[src/rtl/stream_mux_pkg.sv]
// stream_mux_pkg: shared arbitration-mode constants and width helper for stream_mux.
package stream_mux_pkg;

  localparam int MODE_SELECT = 0;
  localparam int MODE_RR     = 1;

  // Index width for n channels, never narrower than one bit.
  function automatic int clog2_min1(input int n);
    int r;
    r = 0;
    while ((1 << r) < n) r++;
    return (r < 1) ? 1 : r;
  endfunction

endpackage

[src/rtl/stream_mux_rr_arbiter.sv]
// rr_arbiter: combinational round-robin pick (rotate by ptr, lowest-index priority, un-rotate).
module rr_arbiter
  import stream_mux_pkg::*;
#(
  parameter int C  = 8,
  parameter int SW = clog2_min1(C)
) (
  input  logic [C-1:0]  req,
  input  logic [SW-1:0] ptr,
  output logic [SW-1:0] gnt_idx,
  output logic          gnt_any
);

  logic [2*C-1:0] dbl;
  logic [C-1:0]   rot;
  int             pick;
  int             sum;

  // Rotate so ptr sits at bit 0, take the first request, map back to a channel index
  always_comb begin
    dbl     = {req, req};
    rot     = C'(dbl >> ptr);
    gnt_any = |req;
    pick    = 0;
    for (int i = C - 1; i >= 0; i--) begin
      if (rot[i]) pick = i;
    end
    sum = pick + int'(ptr);
    if (sum >= C) sum = sum - C;
    gnt_idx = SW'(sum);
  end

endmodule

[src/rtl/stream_mux.sv]
// stream_mux: N-channel registered stream multiplexer with valid/ready on every port.
// Grant is by explicit sel (MODE_SELECT) or round-robin (MODE_RR).
// Build macro STREAM_MUX_LAST_LOCK_EN adds in_last/out_last and holds the grant for a whole packet.
module stream_mux
  import stream_mux_pkg::*;
#(
  parameter int W    = 32,
  parameter int C    = 8,
  parameter int MODE = MODE_SELECT,
  parameter int SW   = clog2_min1(C)
) (
  input  logic           clk,
  input  logic           rst_n,
  input  logic [C*W-1:0] in_data,
  input  logic [C-1:0]   in_valid,
  output logic [C-1:0]   in_ready,
  input  logic [SW-1:0]  sel,
  output logic [W-1:0]   out_data,
  output logic [SW-1:0]  out_ch,
  output logic           out_valid,
  input  logic           out_ready,
  output logic           sel_err
`ifdef STREAM_MUX_LAST_LOCK_EN
  ,
  input  logic [C-1:0]   in_last,
  output logic           out_last
`endif
);

  logic          load;
  logic          xfer;
  logic [SW-1:0] arb_idx;
  logic          arb_any;
  logic [SW-1:0] gnt_idx;
  logic          gnt_any;
  logic [W-1:0]  gnt_data;
  logic          err_now;
  logic          vld_p1;
  logic [W-1:0]  data_p1;
  logic [SW-1:0] ch_p1;
  logic          err_p1;
`ifdef STREAM_MUX_LAST_LOCK_EN
  logic          gnt_last;
  logic          last_p1;
  logic          lock;
  logic [SW-1:0] lock_ch;
`endif

  generate
    if (MODE == MODE_RR) begin : g_rr
      logic [SW-1:0] rr_ptr;
      logic          ptr_adv;

      rr_arbiter #(.C(C), .SW(SW)) u_arb (
        .req     (in_valid),
        .ptr     (rr_ptr),
        .gnt_idx (arb_idx),
        .gnt_any (arb_any)
      );

`ifdef STREAM_MUX_LAST_LOCK_EN
      assign ptr_adv = xfer && gnt_last;
`else
      assign ptr_adv = xfer;
`endif

      // Round-robin pointer moves just past the winner once its beat (or packet end) is accepted
      always_ff @(posedge clk or negedge rst_n) begin
        if (!rst_n) begin
          rr_ptr <= '0;
        end else if (ptr_adv) begin
          rr_ptr <= (gnt_idx == SW'(C - 1)) ? '0 : gnt_idx + 1'b1;
        end
      end
    end else begin : g_sel
      // Explicit select: an out-of-range sel matches no channel, so nothing is granted
      always_comb begin
        arb_idx = sel;
        arb_any = 1'b0;
        for (int i = 0; i < C; i++) begin
          if (sel == SW'(i)) arb_any = in_valid[i];
        end
      end
    end
  endgenerate

  // Final grant: an open packet keeps its channel regardless of sel or rr_ptr
  always_comb begin
    gnt_idx = arb_idx;
    gnt_any = arb_any;
`ifdef STREAM_MUX_LAST_LOCK_EN
    if (lock) begin
      gnt_idx = lock_ch;
      gnt_any = 1'b0;
      for (int i = 0; i < C; i++) begin
        if (lock_ch == SW'(i)) gnt_any = in_valid[i];
      end
    end
`endif
  end

  // Handshake: accept only when the output register is free or draining this cycle
  always_comb begin
    load     = !vld_p1 || out_ready;
    xfer     = load && gnt_any;
    gnt_data = '0;
`ifdef STREAM_MUX_LAST_LOCK_EN
    gnt_last = 1'b0;
`endif
    for (int i = 0; i < C; i++) begin
      in_ready[i] = xfer && (gnt_idx == SW'(i));
      if (gnt_idx == SW'(i)) begin
        gnt_data = in_data[i*W +: W];
`ifdef STREAM_MUX_LAST_LOCK_EN
        gnt_last = in_last[i];
`endif
      end
    end
    err_now = (MODE == MODE_SELECT) && (int'(sel) >= C) && (|in_valid);
  end

  // Stage p1: output register, loads a granted beat or empties when nothing is granted
  always_ff @(posedge clk or negedge rst_n) begin
    if (!rst_n) begin
      vld_p1  <= 1'b0;
      data_p1 <= '0;
      ch_p1   <= '0;
      err_p1  <= 1'b0;
`ifdef STREAM_MUX_LAST_LOCK_EN
      last_p1 <= 1'b0;
`endif
    end else begin
      err_p1 <= err_now;
      if (load) begin
        vld_p1 <= xfer;
        if (xfer) begin
          data_p1 <= gnt_data;
          ch_p1   <= gnt_idx;
`ifdef STREAM_MUX_LAST_LOCK_EN
          last_p1 <= gnt_last;
`endif
        end
      end
    end
  end

`ifdef STREAM_MUX_LAST_LOCK_EN
  // Packet lock: set by an accepted non-last beat, cleared by an accepted last beat
  always_ff @(posedge clk or negedge rst_n) begin
    if (!rst_n) begin
      lock    <= 1'b0;
      lock_ch <= '0;
    end else if (xfer) begin
      lock    <= !gnt_last;
      lock_ch <= gnt_idx;
    end
  end

  assign out_last = last_p1;
`endif

  assign out_valid = vld_p1;
  assign out_data  = data_p1;
  assign out_ch    = ch_p1;
  assign sel_err   = err_p1;

endmodule

[config.mk]
export PLATFORM = sky130hd
export DESIGN_NAME = stream_mux
export DESIGN_NICKNAME = d
export VERILOG_FILES = /design/src/rtl/stream_mux_pkg.sv /design/src/rtl/stream_mux_rr_arbiter.sv /design/src/rtl/stream_mux.sv
export SDC_FILE = /design/constraint.sdc
export NUM_CORES = 1
export LEC_CHECK = 0
export BUFFER_PORTS_ARGS = -buffer_cell sky130_fd_sc_hd__buf_2
export CAP_MARGIN = 10
export CORE_AREA = 2 2 123 125
export CTS_BUF_LIST = sky130_fd_sc_hd__clkbuf_8
export CTS_CLUSTER_SIZE = 20
export DETAILED_ROUTE_END_ITERATION = 8
export DIE_AREA = 0 0 125 127
export PLACE_DENSITY = 0.59
export REMOVE_ABC_BUFFERS = 1
export SYNTH_ARGS = -nofsm -noshare
export SYNTH_HDL_FRONTEND = slang
export SYNTH_HIERARCHICAL = 1
export SYNTH_SLANG_ARGS = --single-unit
[constraint.sdc]
create_clock -name clk -period 3.55 [get_ports clk]
set_input_delay 0 -clock clk [delete_from_list [all_inputs] [get_ports clk]]
set_output_delay 0 -clock clk [all_outputs]
set_load 0.005 [all_outputs]
==> key figures, run 1 <==
Synthesis
  • Share of the yosys chip area belonging to registers: 23.1%
  • Yosys top cell by area: dfrtp_1
  • Syn. warnings: 6
  • Dominant cells by area after synthesis: dfrtp_1 23%, mux4_2 13%, mux2_4 12%
  • Asr flop ratio synth: 100%
  • Synth top cells by count: 36 x dfrtp_1, 35 x mux2_2, 32 x mux2_4
  • Syn avg cell area: 10.6 um2
  • Yosys top cell area share: 23.1%
  • Syn Inst Count: 367
  • #FFs+latches synth: 36
  • Most common cell in the netlist: dfrtp_1
  • Number of enable flip-flop cells after synthesis: 0
  • Mapped Area: 3900 um2
  • Synth Flop Type: dfrtp_1
  • Netlist cell types: 34

STA
  • Setup ws final: 1.10 ns
  • # setup viols final: 0
  • Worst slew margin: 40.6%
  • Worst Skew: 0.00815 ns
  • Final Hold Viols: 0
  • Final min period: 2.45 ns
  • Max frequency: 408 MHz
  • Measured slew at the worst slew-check pin: 0.891 ns
  • RSZ-0062 raised after global routing: false
  • Sum Neg Setup Slack: 0 ns
  • Final worst-path cycle share: 69.0%
  • Final Slew Violations: 0

Drt
  • DRT antenna net count: 0
  • DRT iter0 DRCs: 172
  • Routed vias: 4,391
  • Final WL: 15,100 um
  • First-pass iteration count of the detailed router: 5
  • Detailed-route wire length per cell: 17.9 um
  • DRC viols: 0
  • Vias per std cell: 5.23

Place
  • GP Congestion: 0.815
  • DP Worst Slack: 0.912 ns
  • Area after DPL: 5550 um2
  • HPWL after detailed placement: 11,700 um
  • I/O Buffers: 313

Clock network
  • Clock slew seen by the registers of the worst setup and hold paths: 0.08 ns
  • TritonCTS Sinks: 36
  • CTS tree: built
  • Number of post-CTS setup repair buffers: 0
  • Root Driver: clkbuf_8
  • Clock Latency Late Sink: 0.28 ns
  • Clk buf depth: 2
  • Htree depth: 2
  • CTS Buf Count: 5

Die
  • Die W: 125 um
  • Die height: 127 um
  • Initial Util: 27.1%
  • CORE AREA: 14,400 um2
  • Site row count: 44
  • IO Pins: 315
  • Die area: 15,900 um2

Min path
  • Hold path startpoint: in_data[248]
  • Worst hold path type: in -> reg
  • Endpoint of the worst hold path: out_data[24]
  • Hold Path Cell Cnt: 4

Global routing
  • Vias in the first global route: 4,758
  • Gr usage total: 18.2%
  • Largest net degree at the start of global routing: 60
  • First-pass GRT wire length: 23,400 um
  • Remaining Overflow, GRT: 0
  • Initial antenna violation count: 1

Critical path
  • Worst Path Buf+Inv: 3
  • Required time worst endpoint: 3.55 ns
  • Cell repeated most along the worst path: buf_4
  • Critical Path AT: 2.45 ns
  • Reg-to-Reg Start: out_valid
  • CP cell instances: buf_4 > a21oi_1 > a2bb2oi_1 > nand2b_1 > a211o_2 > buf_4 > nor4b_2 > buf_2
  • Setup CP Type: in -> out
  • CP startpoint: sel[1]
  • Max incr delay on CP: 0.67 ns
  • Worst r2r dst: out_data[13]
  • Worst path top cell family by delay: compound AO/OA/AOI/OAI gates
  • Worst Setup End Kind: primary output
  • R2R Setup Slk: 1.40 ns
  • Crit-path max FO: 59
  • Cells on worst reg2reg path: 4
  • Startpoint types: input pin
  • Slowest-stage cell, CP: a211o_2
  • CP Depth: 8

Power
  • Peak VDD IR: 0.000112 V
  • Leakage power: 2.79 nW
  • Power Dens Cells: 313 nW/um2

Outcome
  • Outcome: completed

Final layout
  • Final Instance Area: 5650 um2
  • Area grow syn2layout: 44.8%
  • Share of cells above drive strength 1: 65.3%
  • Final nets: 923
  • Final Util: 39.2%

Job
  • Max Cap Viol: 0
[layer usage]
metal / up-vias / GRT usage, % / wire length (um)
li1: 2047 / - / -
met1: 2117 / 19.9 / 5880
met2: 213 / 35.1 / 7850
met3: 14 / 4.27 / 1130
met4: 0 / 4.97 / 194
met5: - / 0 / 0
[area by class of cell]
cell class                 instances  area, um2
antenna                            1       2.50
tap                              184        230
sequential                        36        901
timing repair buffer             326       1670
multi-input combinational        282       2750
clock inverter                     2       7.51
inverter                           2       7.51
fill                            1484       8770
clock buffer                       6       82.6
[logic make-up after synthesis]
kind of cell	count (synthesis)	share of synthesized area (%)
compound gates	110	20.5
buf+inv	49	6.64
flops	36	23.1
mux	91	36.0
other cells	1	0.0961
simple gates	80	13.7
[timing repair]
action / CTS / global route
resized for setup: 0 / 0
endpoints found under the hold margin: 36 / 0
hold buffers: 1 / 0
[state kept, by name, summed over array words and instances (netlist names)]
register,flops
out_valid,1
out_ch,3
out_data,32
[power breakdown]
part	leakage (nW)	switching, mW	internal (mW)	total, mW
logic	2.31	0.349	0.516	0.865
clock network	0.0538	0.145	0.153	0.298
registers	0.424	0.0688	0.538	0.607
[worst max path at each step]
| stage | endpoint |
|---|---|
| global route | in_ready[5] |
| floorplan | out_data[28] |
| global placement | out_data[12] |
| detailed placement | out_data[13] |
| CTS | in_ready[5] |
| finish | in_ready[5] |
[metrics by stage]
stage | std cells | hold WS, ns | power (mW)
2_1_floorplan | 320 | -0.296 | 1.05
4_1_cts | 838 | 0.0790 | 1.80
5_1_grt | 838 | 0.0948 | 1.90
6_report | 839 | 0.0935 | 1.77
3_3_place_gp | 829 | 0.148 | 1.46
3_5_place_dp | 829 | 0.158 | 1.48
[worst reg2reg max path, stage by stage, from the launching register on]
cell and delay, ns:
dfrtp_1 0.35, nor2b_1 0.19, a211o_2 0.72, buf_4 0.44, mux2_4 0.34
[cells in the final DEF (no fill, tap or decap), types with 22 or more instances in the layout]
cell type and instances:
mux2_4 32, buf_2 311, dfrtp_1 36, mux4_2 22, mux2_2 35
Power figures use the tool's default switching activity.
==> inputs of run 2 (changes only) <==
--- a/config.mk
+++ b/config.mk
@@ -12,7 +12,7 @@
 export CTS_CLUSTER_SIZE = 20
 export DETAILED_ROUTE_END_ITERATION = 8
 export DIE_AREA = 0 0 125 127
-export PLACE_DENSITY = 0.59
+export PLACE_DENSITY = 0.61
 export REMOVE_ABC_BUFFERS = 1
 export SYNTH_ARGS = -nofsm -noshare
 export SYNTH_HDL_FRONTEND = slang
==> constraint.sdc (replaced) <==
create_clock -name clk -period 2.1 [get_ports clk]
set_input_delay 0 -clock clk [delete_from_list [all_inputs] [get_ports clk]]
set_output_delay 0 -clock clk [all_outputs]
set_load 0.005 [all_outputs]
==> run 2 against run 1 <==
Against the previous run:
- final area is 0.73% higher
- count of clock-buffer cells in the layout rose by 1
- routed wire length shrank 0.86%
- largest cell class unchanged
- critical endpoint is now in_ready[4]
- flip-flop and latch count unchanged
- highest routed layer unchanged
- total power is 73% higher
- sequential power grew 70%
==> key figures, run 2 (synthesis results as in run 1) <==
Outcome
  • Outcome: completed

Final layout
  • Area grow syn2layout: 45.9%
  • Share of cells above drive strength 1: 65.5%
  • Seq. cell area: 901 um2
  • Commonest non-fill, non-tap cell in the layout: buf_2
  • # fillers: 1,480
  • Max reg flops: 32
  • Most frequent cells in the layout: 311 x buf_2, 36 x dfrtp_1, 35 x mux2_2
  • Final nets: 923
  • Final Instance Area: 5690 um2
  • Layout Cells excl Fill: 837
  • Ant diodes: 0
  • Area of the multi-input gates: 2750 um2

Critical path
  • Reg-to-Reg Start: out_valid
  • Critical Path AT: 1.73 ns
  • Max incr delay on CP: 0.36 ns
  • Cell repeated most along the worst path: buf_12
  • Worst Setup End Kind: primary output
  • Required time worst endpoint: 2.10 ns
  • Startpoint types: input pin
  • Slowest-stage cell, CP: a211o_2
  • Worst Path Buf+Inv: 4
  • Setup CP Type: in -> out
  • Worst path top cell family by delay: buffers and inverters
  • Cells on worst reg2reg path: 4
  • CP cell instances: buf_4 > buf_12 > mux2i_1 > o211a_1 > a211o_2 > buf_12 > nor4b_2 > buf_2
  • R2R Setup Slk: 0.64 ns
  • CP startpoint: sel[0]
  • Worst r2r dst: out_data[5]
  • Crit-path max FO: 48

Die
  • CORE AREA: 14,400 um2
  • Site row count: 44
  • Die height: 127 um
  • Die W: 125 um
  • IO Pins: 315
  • Die area: 15,900 um2
  • Initial Util: 27.1%

STA
  • Worst Skew: 0.00594 ns
  • Final min period: 1.73 ns
  • Final worst-path cycle share: 82.3%
  • Max frequency: 579 MHz
  • Measured slew at the worst slew-check pin: 1.12 ns
  • Setup ws final: 0.372 ns
  • Worst slew margin: 25.6%
  • Final Slew Violations: 0
  • # setup viols final: 0
  • RSZ-0062 raised after global routing: false
  • Final Hold Viols: 0
  • Hold WS: 0.0827 ns

Min path
  • Worst hold path type: in -> reg
  • Hold Path Cell Cnt: 4
  • Endpoint of the worst hold path: out_data[0]
  • Hold path startpoint: in_data[224]

Drt
  • DRT antenna net count: 0
  • Routed vias: 4,409
  • DRC viols: 0
  • Detailed-route wire length per cell: 17.8 um
  • Final WL: 14,900 um
  • First-pass iteration count of the detailed router: 4
  • DRT iter0 DRCs: 195
  • Vias per std cell: 5.27

Clock network
  • Clk buf depth: 2
  • TritonCTS Sinks: 36
  • Clock Latency Late Sink: 0.29 ns
  • CTS Buf Count: 5
  • Clock slew seen by the registers of the worst setup and hold paths: 0.08 ns
  • Root Driver: clkbuf_8
  • CTS tree: built
  • Htree depth: 2

Power
  • Power Dens Cells: 538 nW/um2
  • Final Power: 3.06 mW
  • Peak VDD IR: 0.000225 V
  • Leakage power: 2.80 nW

Place
  • HPWL after detailed placement: 11,600 um
  • GP Congestion: 0.877
  • Area after DPL: 5590 um2
  • Placed insts: 829
  • DP Worst Slack: 0.291 ns
  • I/O Buffers: 313

Global routing
  • Initial antenna violation count: 0
  • Vias in the first global route: 4,521
  • Met3 Use GR: 3.85%
  • Gr usage total: 17.9%
  • Met2 usage: 33.0%
  • First-pass GRT wire length: 23,000 um
  • Largest net degree at the start of global routing: 49
  • Remaining Overflow, GRT: 0
  • Met1 Track Usage GR: 20.7%
  • Busiest layer in global routing: met2

Job
  • Max Cap Viol: 0
run 2: per-layer routing:
metal	up-vias	part of all wire (%)
met2	230	51
met5	-	0
li1	2046	-
met4	0	2.1
met1	2111	39
met3	22	7.7
run 2: how the worst max path moves through the flow:
stage	slack (ns)	end	cells after the start
CTS	0.35	in_ready[4]	8
global placement	0.33	out_data[4]	7
finish	0.37	in_ready[4]	8
detailed placement	0.29	out_data[31]	6
floorplan	-0.59	out_data[28]	5
global route	0.25	in_ready[4]	8
run 2: metrics by stage:
step                      utilization, %  setup TNS, ns
after global placement              38.7              0
after floorplan                        -         -19.48
final                               39.5              0
after detailed placement            38.7              0
after global routing                39.5              0
after CTS                           39.5              0
run 2: final cells by class:
type | count | area share (%)
well taps | 184 | 4.04
flip-flops and latches | 36 | 15.8
multi-input cells | 282 | 48.3
repair buffers | 326 | 30.0
inverters | 2 | 0.132
clock buffers | 7 | 1.69
run 2: tightest hold or removal path, delay by kind of cell:
family | cells | cell delay [ns]
compound gates | 2 | 0.13
buf+inv | 1 | 0.08
mux | 1 | 0.13
run 2: repair_timing:
item                                   CTS  global route
setup buffers                            0             0
resized for setup                        0             0
endpoints found under the hold margin   36             0
hold buffers                             1             0
setup endpoints to repair                0             0
run 2: where the power goes:
part	total [mW]	leakage (nW)	switching (mW)	internal, mW
logic	1.47	2.33	0.580	0.886
clock network	0.562	0.0503	0.269	0.293
registers	1.03	0.424	0.125	0.910
total	3.06	2.80	0.973	2.09
==> inputs of run 3 (changes only) <==
==> constraint.sdc (replaced) <==
create_clock -name clk -period 1.45 [get_ports clk]
set_input_delay 0 -clock clk [delete_from_list [all_inputs] [get_ports clk]]
set_output_delay 0 -clock clk [all_outputs]
set_load 0.005 [all_outputs]
==> run 3 against run 2 <==
Against the previous run:
- the flow now finishes with violations (negative setup slack)
- final area increased by 7.9%
- cell count increased by 3.6%
- worst hold slack got worse by 0.018 ns
- clock skew shrank 0.00064 ns
- combinational power is 61% higher
==> key figures, run 3 (synthesis results as in run 1) <==
Outcome
  • Outcome: complete, but fails checks
  • Violations in the final reports: negative setup slack

Drt
  • Routed vias: 4,568
  • DRC viols: 0
  • First-pass iteration count of the detailed router: 7
  • Detailed-route wire length per cell: 17.8 um
  • DRT iter0 DRCs: 145
  • DRT antenna net count: 0
  • Final WL: 15,500 um
  • Vias per std cell: 5.27

Clock network
  • Clk buf depth: 2
  • TritonCTS Sinks: 36
  • CTS Buf Count: 5
  • Clock Latency Late Sink: 0.29 ns
  • CTS tree: built
  • Root Driver: clkbuf_8
  • Htree depth: 2
  • Clock slew seen by the registers of the worst setup and hold paths: 0.08 ns

Final layout
  • Share of cells above drive strength 1: 67.9%
  • Commonest non-fill, non-tap cell in the layout: buf_2
  • Final Instance Area: 6140 um2
  • Final nets: 952
  • Ant diodes: 0
  • Max reg flops: 32
  • Most frequent cells in the layout: 311 x buf_2, 36 x dfrtp_1, 35 x mux2_2
  • Area grow syn2layout: 57.5%

STA
  • # setup viols final: 43
  • Setup ws final: -0.161 ns
  • Measured slew at the worst slew-check pin: 0.647 ns
  • Final Slew Violations: 0
  • Hold WS: 0.0646 ns
  • RSZ-0062 raised after global routing: true
  • Max frequency: 621 MHz
  • Final min period: 1.61 ns
  • Final Hold Viols: 0
  • Worst slew margin: 56.7%
  • Worst Skew: 0.00531 ns
  • Final worst-path cycle share: 111%

Critical path
  • CP cell instances: nor2b_4 > a211o_4 > buf_12 > nor4b_4 > buf_2
  • Startpoint types: flip-flop
  • Required time worst endpoint: 1.45 ns
  • Critical Path AT: 1.61 ns
  • Max incr delay on CP: 0.39 ns
  • Worst Setup End Kind: primary output
  • Setup CP Type: reg -> out
  • Crit-path max FO: 7
  • Slowest-stage cell, CP: dfrtp_1

Die
  • Site row count: 44
  • CORE AREA: 14,400 um2
  • Die area: 15,900 um2
  • Die W: 125 um
  • IO Pins: 315
  • Initial Util: 27.1%
  • Die height: 127 um

Place
  • Area after DPL: 5800 um2
  • I/O Buffers: 313
  • HPWL after detailed placement: 12,200 um
  • GP Congestion: 0.908

Global routing
  • Gr usage total: 18.4%
  • First-pass GRT wire length: 23,800 um
  • Largest net degree at the start of global routing: 46
  • Remaining Overflow, GRT: 0
  • Vias in the first global route: 4,816
  • Initial antenna violation count: 0

Power
  • Power Dens Cells: 753 nW/um2
  • Peak VDD IR: 0.000326 V
  • Leakage power: 3.03 nW

Job
  • Max Cap Viol: 0

Min path
  • Worst hold path type: in -> reg
==> run 3: cell types whose count changed in the layout (fill, tap and decap cells not counted), sizes merged <==
cell,change
buf,+28
clkinv,+2
==> run 3: area by class of cell <==
type                       instances  area (um2)
tap                              184         230
fill                            1416        8280
multi-input combinational        282        2850
clock buffer                       6        82.6
timing repair buffer             355        2060
inverter                           2        7.51
clock inverter                     2        10.0
sequential                        36         901
==> run 3: repair_timing <==
action                     in CTS  in global routing
pin swaps                       4                  2
setup endpoints to repair      28                 42
hold buffers                    1                  0
hold endpoints to repair       17                  0
cloned                          1                  1
buffers inserted                5                  3
gates resized for setup        11                  8
==> run 3: worst max-delay path: cells and delay by family, from the launching register on <==
family                 cells  cell delay [ns]
DFF                        1             0.39
and+or+nand+nor            2             0.33
buffers and inverters      2             0.31
AOI/OAI and AO/OA          1             0.29
==> run 3: path summary, 6_finish.rpt <==
path / from / end / cells past startpoint / slack (ns)
worst min register to register: out_data[30] / out_data[30] / 1 / 0.51
max in group asynchronous: rst_n / out_data[26] / 3 / 0.73
worst max-delay path: out_valid / in_ready[4] / 5 / -0.16
worst max register to register: out_valid / out_data[4] / 5 / -0.12
worst min-delay path: out_ready / out_valid / 3 / 0.06
min in group asynchronous: rst_n / out_data[5] / 2 / 0.23
==> run 3: metrics by stage <==
stage                     setup slack, ns  cells  TNS (ns)  utilization, %  power (mW)
after floorplan                     -1.24    320    -47.43               -        2.57
after global placement             -0.208    848     -7.31            40.2        3.67
after detailed placement           -0.231    848     -7.79            40.2        3.72
after CTS                          -0.227    863     -5.47            41.9        4.64
after global routing               -0.231    867     -5.31            42.6        4.96
final                              -0.161    867     -3.67            42.6        4.63
==> run 3: routing by layer <==
layer	vias up	part of all wire, %	global-route usage [%]
met5	-	0	0
met4	0	2.8	6.93
met3	29	8.2	3.89
met2	265	50	34.3
met1	2168	39	20.7
li1	2106	-	-
==> run 3: power by group <==
part / leakage [nW] / internal [mW] / switching (mW)
Clock: 0.0510 / 0.380 / 0.389
Sequential: 0.424 / 1.32 / 0.185
Combinational: 2.55 / 1.44 / 0.920
Total: 3.03 / 3.13 / 1.49
